--- src/rtl/pwm_dac_gen.sv ---
// Dithered PWM DAC: a 256-cycle PWM period whose duty is bumped by one per period
// according to a 16-bit dither pattern, with the configuration shadowed per 16-period frame.
module pwm_dac_gen #(
  parameter int CCW = 24
) (
  input  logic           clk_i,
  input  logic           rstn_i,
  input  logic           en_i,
  input  logic [CCW-1:0] cfg_i,
  output logic           pwm_o,
  output logic           frame_o,
  output logic [CCW-1:0] cfg_o
);

  logic [7:0]  cnt;
  logic [3:0]  frm;
  logic [7:0]  duty_r;
  logic [15:0] pat_r;
  logic [8:0]  thresh;
  logic        frame_end;

  // Threshold spans 0..256 so both constant-low and constant-high are reachable.
  assign thresh    = {1'b0, duty_r} + {8'd0, pat_r[frm]};
  assign frame_end = (cnt == 8'hFF) && (frm == 4'hF);
  assign cfg_o     = {duty_r, pat_r};

  always_ff @(posedge clk_i or negedge rstn_i) begin
    if (!rstn_i) begin
      cnt <= '0;
      frm <= '0;
    end else if (!en_i) begin
      cnt <= '0;
      frm <= '0;
    end else begin
      cnt <= cnt + 8'd1;
      if (cnt == 8'hFF) begin
        frm <= frm + 4'd1;
      end
    end
  end

  // While disabled the shadow tracks cfg_i, so re-enabling starts from the last value seen.
  always_ff @(posedge clk_i or negedge rstn_i) begin
    if (!rstn_i) begin
      duty_r <= '0;
      pat_r  <= '0;
    end else if (!en_i || frame_end) begin
      duty_r <= cfg_i[23:16];
      pat_r  <= cfg_i[15:0];
    end
  end

  always_ff @(posedge clk_i or negedge rstn_i) begin
    if (!rstn_i) begin
      pwm_o   <= 1'b0;
      frame_o <= 1'b0;
    end else if (!en_i) begin
      pwm_o   <= 1'b0;
      frame_o <= 1'b0;
    end else begin
      pwm_o   <= ({1'b0, cnt} < thresh);
      frame_o <= frame_end;
    end
  end

endmodule

--- config.mk ---
export PLATFORM = sky130hd
export DESIGN_NAME = pwm_dac_gen
export DESIGN_NICKNAME = d
export VERILOG_FILES = /design/src/rtl/pwm_dac_gen.sv
export SDC_FILE = /design/constraint.sdc
export NUM_CORES = 1
export LEC_CHECK = 0
export BUFFER_PORTS_ARGS = -buffer_cell sky130_fd_sc_hd__buf_2
export CAP_MARGIN = 30
export CORE_MARGIN = 4
export CORE_UTILIZATION = 45
export DETAILED_ROUTE_END_ITERATION = 16
export GPL_TIMING_DRIVEN = 0
export PLACE_DENSITY = 0.82
export SLEW_MARGIN = 20
export SYNTH_ARGS = -nofsm -noshare
export SYNTH_HDL_FRONTEND = slang
export SYNTH_SLANG_ARGS = --single-unit
--- constraint.sdc ---
create_clock -name clk_i -period 3.8 [get_ports clk_i]
set_clock_uncertainty 0.2 [all_clocks]
set_input_delay 0.38 -clock clk_i [delete_from_list [all_inputs] [get_ports clk_i]]
set_output_delay 0.38 -clock clk_i [all_outputs]
set_load 0.005 [all_outputs]
Word level (Yosys, flattened, before mapping)

Index checks and enable logic that the tools add are counted.

Word-level logic and storage cells: 24
Flip-flop bits (word level): 38
Output and inout port bits: 26

Mux-type cells: 7
$lt $le $gt $ge: 2
$add $sub $neg: 3
Reductions and logical operators: 3
Eq/ne operators: 3

Operators with widths:

| operator                                                                     | number |
|---|---|
| 8-bit by 1-bit adder with 9-bit output                                       | 1 |
| 8-bit by 9-bit less-than comparator with 1-bit output                        | 1 |
| 8-bit by 1-bit adder with 8-bit output, second input constant                | 1 |
| 8-bit equality test, second input constant                                   | 1 |
| 4-bit two-way mux                                                            | 2 |
| 8-bit two-way mux                                                            | 1 |
| 4-bit by 5-bit less-than comparator with 1-bit output, second input constant | 1 |
| 4-bit by 1-bit adder with 4-bit output, second input constant                | 1 |
| 1-bit binary-select mux with 4-bit select                                    | 1 |
| 4-bit equality test, second input constant                                   | 1 |
| 1-bit two-way mux                                                            | 3 |
| 2-bit by 1-bit inequality test with 1-bit output, second input constant      | 1 |
| 1-bit logical AND                                                            | 1 |
| 1-bit logical NOT                                                            | 1 |
| 1-bit logical OR                                                             | 1 |

Depth between registers and ports, before layout

Depth after elaboration: 5
Gate-level depth with buffers: 13
Gate-level depth less buffers: 12

Worst setup path before layout

OpenSTA, ideal clock, no wires.

Kind: register -> register
From: register frm[0]
To: register pwm_o
Period minus slack after synthesis: 3,330 ps
Setup slack: 470 ps
Data arrival time: 3,064 ps
Library setup time: 66 ps
Stages on the path, launching flop included: 14
Cells stage by stage: dfrtp_1 > buf_6 > mux4_1 > mux4_2 > ha_1 > ha_1 > nand3_1 > nor2_1 > xnor2_1 > ha_1 > a21o_1 > a211oi_1 > o211ai_1 > nand2_1

Longest elaborated chain between the ends: 5

Ends and longest elaborated chain:

| what                                                  | RTL line | source |
|---|---|---|
| start: declaration                                    | 16       | `logic [3:0] frm;` |
| start signal: assignment                              | 37       | `frm <= frm + 4'd1;` |
| 1-bit binary-select mux with 4-bit select             | 23       | `assign thresh = {1'b0, duty_r} + {8'd0, pat_r[frm]};` |
| 1-bit two-way mux (not written as such)               | 23       |  |
| 8-bit by 1-bit adder with 9-bit output                | 23       |  |
| 8-bit by 9-bit less-than comparator with 1-bit output | 61       | `pwm_o <= ({1'b0, cnt} < thresh);` |
| 1-bit two-way mux                                     | 57       | `end else if (!en_i) begin` |
| end signal: assignment                                | 61       |  |
| end: declaration                                      | 10       | `output logic pwm_o,` |

No other way between the ends. The select of a mux whose other input is x is not followed.
A chain may end at the register's enable or synchronous reset.

Worst setup path after layout

Same ends and word-level chain as after synthesis.

==> impl_metrics.toml <==
[critical_path]
crit_path_max_fanout = 6
worstReg2RegStart = "frm[0]"
critPathKind = "flop to flop"
cp-start-kind = "flop"
crit_arrival_ns = 3.59
endpoint_kind = "flop"
reg2reg_to = "pwm_o"
crit_required_ns = 3.83
rrSetupSlack_ns = 0.24
r2r_cells = 13

[place]
globalplace.congestion = 0.8698
placed_cells = 252
port_buffers = 52
dp_hpwl_um = 2861
postPlaceCellArea_mm2 = 0.002364

[drt]
antenna_left = 0
firstDrtPassIters = 4
routed_wl_um = 3819
vias = 1372
drc = 0
wire_per_inst_um = 14.58
vias_per_cell = 5.237
drt_iter0_drc = 49

[power]
ir_drop_mv = 0.2314
power_w = 0.0009517
total_leakage_power_nw = 1.224
powerDensity_mw_per_mm2 = 380.1

[floorplan]
top_level_ports = 53
core_mm2 = 0.004384
rows = 24
die_x_um = 75.30
die_y_um = 75.30
dieArea_mm2 = 0.005670
initial_core_util_pct = 46.49

[sta]
finalCritPeriodShare_pct = 93.59
setup_viol = 0
tightest_slew_ns = 0.4392
slew_viol_final = 0
hold_viol_final = 0
rsz0062_at_grt = "no"
fmax_mhz = 281.2
worst_hold_slack_ns = 0.1143
slew_headroom_pct = 70.72
totalNegativeSetupSlack_ns = 0
min_period_ns = 3.556

[global_route]
grt_pass1_vias = 1323
grt-ovfl-total = 0
track_usage_pct = 14.80
antenna_found_initial = 0
grt_max_degree = 39
grt_pass1_wl_um = 6113

[layout]
instances_no_fill = 262
area_growth_pct = 22.84
nNetsFinal = 248
post_route_cells_drive_above_1_share_pct = 43.81
antennaDiodeCount = 0
design_area_mm2 = 0.002504
nFillCells = 361

[synthesis]
synth-seq-cells = 38
synth_top_area_share_pct = 46.65
syn_nets = 187
synth_area_leaders = "dfrtp_1 47%, mux2_4 15%, ha_1 7.4%"
synth_cells = 148
avgSynthCellArea_um2 = 13.77
yosysWarnings = 0
synth_area_mm2 = 0.002038
yosysTopAreaCell = "dfrtp_1"
seq_area_frac_synth_pct = 46.65
synth.distinct_cells = 32

[clocking]
cts_tree = "done"
cts_root_buffer = "clkbuf_8"
h-tree-depth = 2
clk_latency_ns = 0.29
clock_sinks = 38
cts-root-to-sink-buffers = 2
cts-buffers-inserted = 5
clkTransAtPathRegs_ns = 0.07
post_cts_buffers = 0

[outcome]
status = "finished, final reports clean"

[min_path]
min_from = "cfg_i[10]"
min_delay_path_depth = 2
min_to = "pat_r[10]"
hp-class = "input port to flop"

[flow_run]
max_cap_violations = 0
registers in the layout, indices dropped and copies added, names as in the netlist:
register  flops
pat_r        16
frame_o       1
duty_r        8
frm           4
cnt           8
pwm_o         1
power by group:
| group | switching, W | leakage [nW] | internal, W |
|---|---|---|---|
| Sequential | 0.0000294 | 0.469 | 0.000434 |
| Combinational | 0.0000593 | 0.703 | 0.0000948 |
| Clock | 0.000139 | 0.0514 | 0.000196 |
critical path, cell delays in order (launching register included):
cell      delay (ns)
dfrtp_1         0.37
buf_6           0.14
mux4_1          0.58
mux4_2          0.49
ha_1            0.20
ha_1            0.20
nand3_1         0.14
nor2_1          0.07
xnor2_1         0.13
ha_1            0.29
a21o_1          0.18
a211oi_1        0.29
o211ai_1        0.13
nand2_1         0.08
synth_stat cells:
cell type	number
o211ai_1	1
a2111oi_0	1
o21ai_4	1
nand3_4	1
xor2_1	6
o21ai_0	3
buf_6	1
mux4_2	1
mux2_2	4
ha_1	12
xnor2_1	7
mux4_1	4
buf_12	2
a21oi_1	3
inv_1	4
nand2b_1	1
and2_1	1
nand3_1	9
o21a_1	1
a211oi_1	1
mux2i_1	1
a21o_1	1
mux2_4	20
or3_1	2
and3_4	1
nor3_1	2
nor2_1	11
dfrtp_1	38
and3_1	2
and3_2	1
nand2_1	4
clkbuf_1	1
repair_timing:
item,CTS,global route
endpoints found under the hold margin,0,12
gates resized for setup,0,0
hold buffers,0,1
placed cells by master, fill, tap and decap left out, drive strengths merged, types with 2 or more instances in the layout:
| cell type | n |
|---|---|
| buf | 56 |
| dfrtp | 38 |
| mux2 | 24 |
| ha | 12 |
| nor2 | 11 |
| nand3 | 10 |
| xnor2 | 7 |
| clkbuf | 7 |
| xor2 | 6 |
| mux4 | 5 |
| inv | 4 |
| nand2 | 4 |
| o21ai | 4 |
| and3 | 4 |
| a21oi | 3 |
| nor3 | 2 |
| or3 | 2 |
kinds of logic after synthesis:
logic type                 after synthesis  synth area share, %
xor gates and xnor gates                13                5.586
AOI/OAI and AO/OA                       12                4.175
buffers and inverters                    8                3.437
muxes                                   30                23.70
adders and majority gates               12                7.366
DFF                                     38                46.65
and+or+nand+nor                         35                9.085
per-layer routing:
layer | track usage, % | wire length (µm) | part of all wire (%)
met2 | 22.44 | 1828 | 48
met1 | 19.23 | 1653 | 43
met5 | 0 | 0 | 0
met4 | 6.602 | 54 | 1.4
met3 | 5.145 | 282 | 7.4
per-stage QoR:
step	util, %	worst slack, ns
5_1_grt	57.11	0.06926
2_1_floorplan	-	0.4702
3_3_place_gp	53.91	0.2690
6_report	57.11	0.2437
4_1_cts	56.42	0.2309
3_5_place_dp	53.91	0.2510
area by class of cell:
| class | instances | area (µm²) | share of cell area, % |
|---|---|---|---|
| timing repair buffer | 54 | 290.3 | 11.59 |
| buffer | 4 | 55.05 | 2.199 |
| tap | 52 | 65.06 | 2.599 |
| clock buffer | 6 | 72.57 | 2.899 |
| multi-input combinational | 102 | 1017 | 40.63 |
| inverter | 4 | 15.01 | 0.5997 |
| clock inverter | 2 | 37.54 | 1.499 |
| sequential | 38 | 950.9 | 37.98 |
how the worst max path moves through the flow:
| stage | start | cells after the start | endpoint |
|---|---|---|---|
| after global routing | frm[0] | 13 | pwm_o |
| after floorplan | frm[0] | 13 | pwm_o |
| after detailed placement | frm[0] | 13 | pwm_o |
| after global placement | frm[0] | 13 | pwm_o |
| final | frm[0] | 13 | pwm_o |
| after CTS | frm[0] | 13 | pwm_o |
Power figures use the tool's default switching activity.
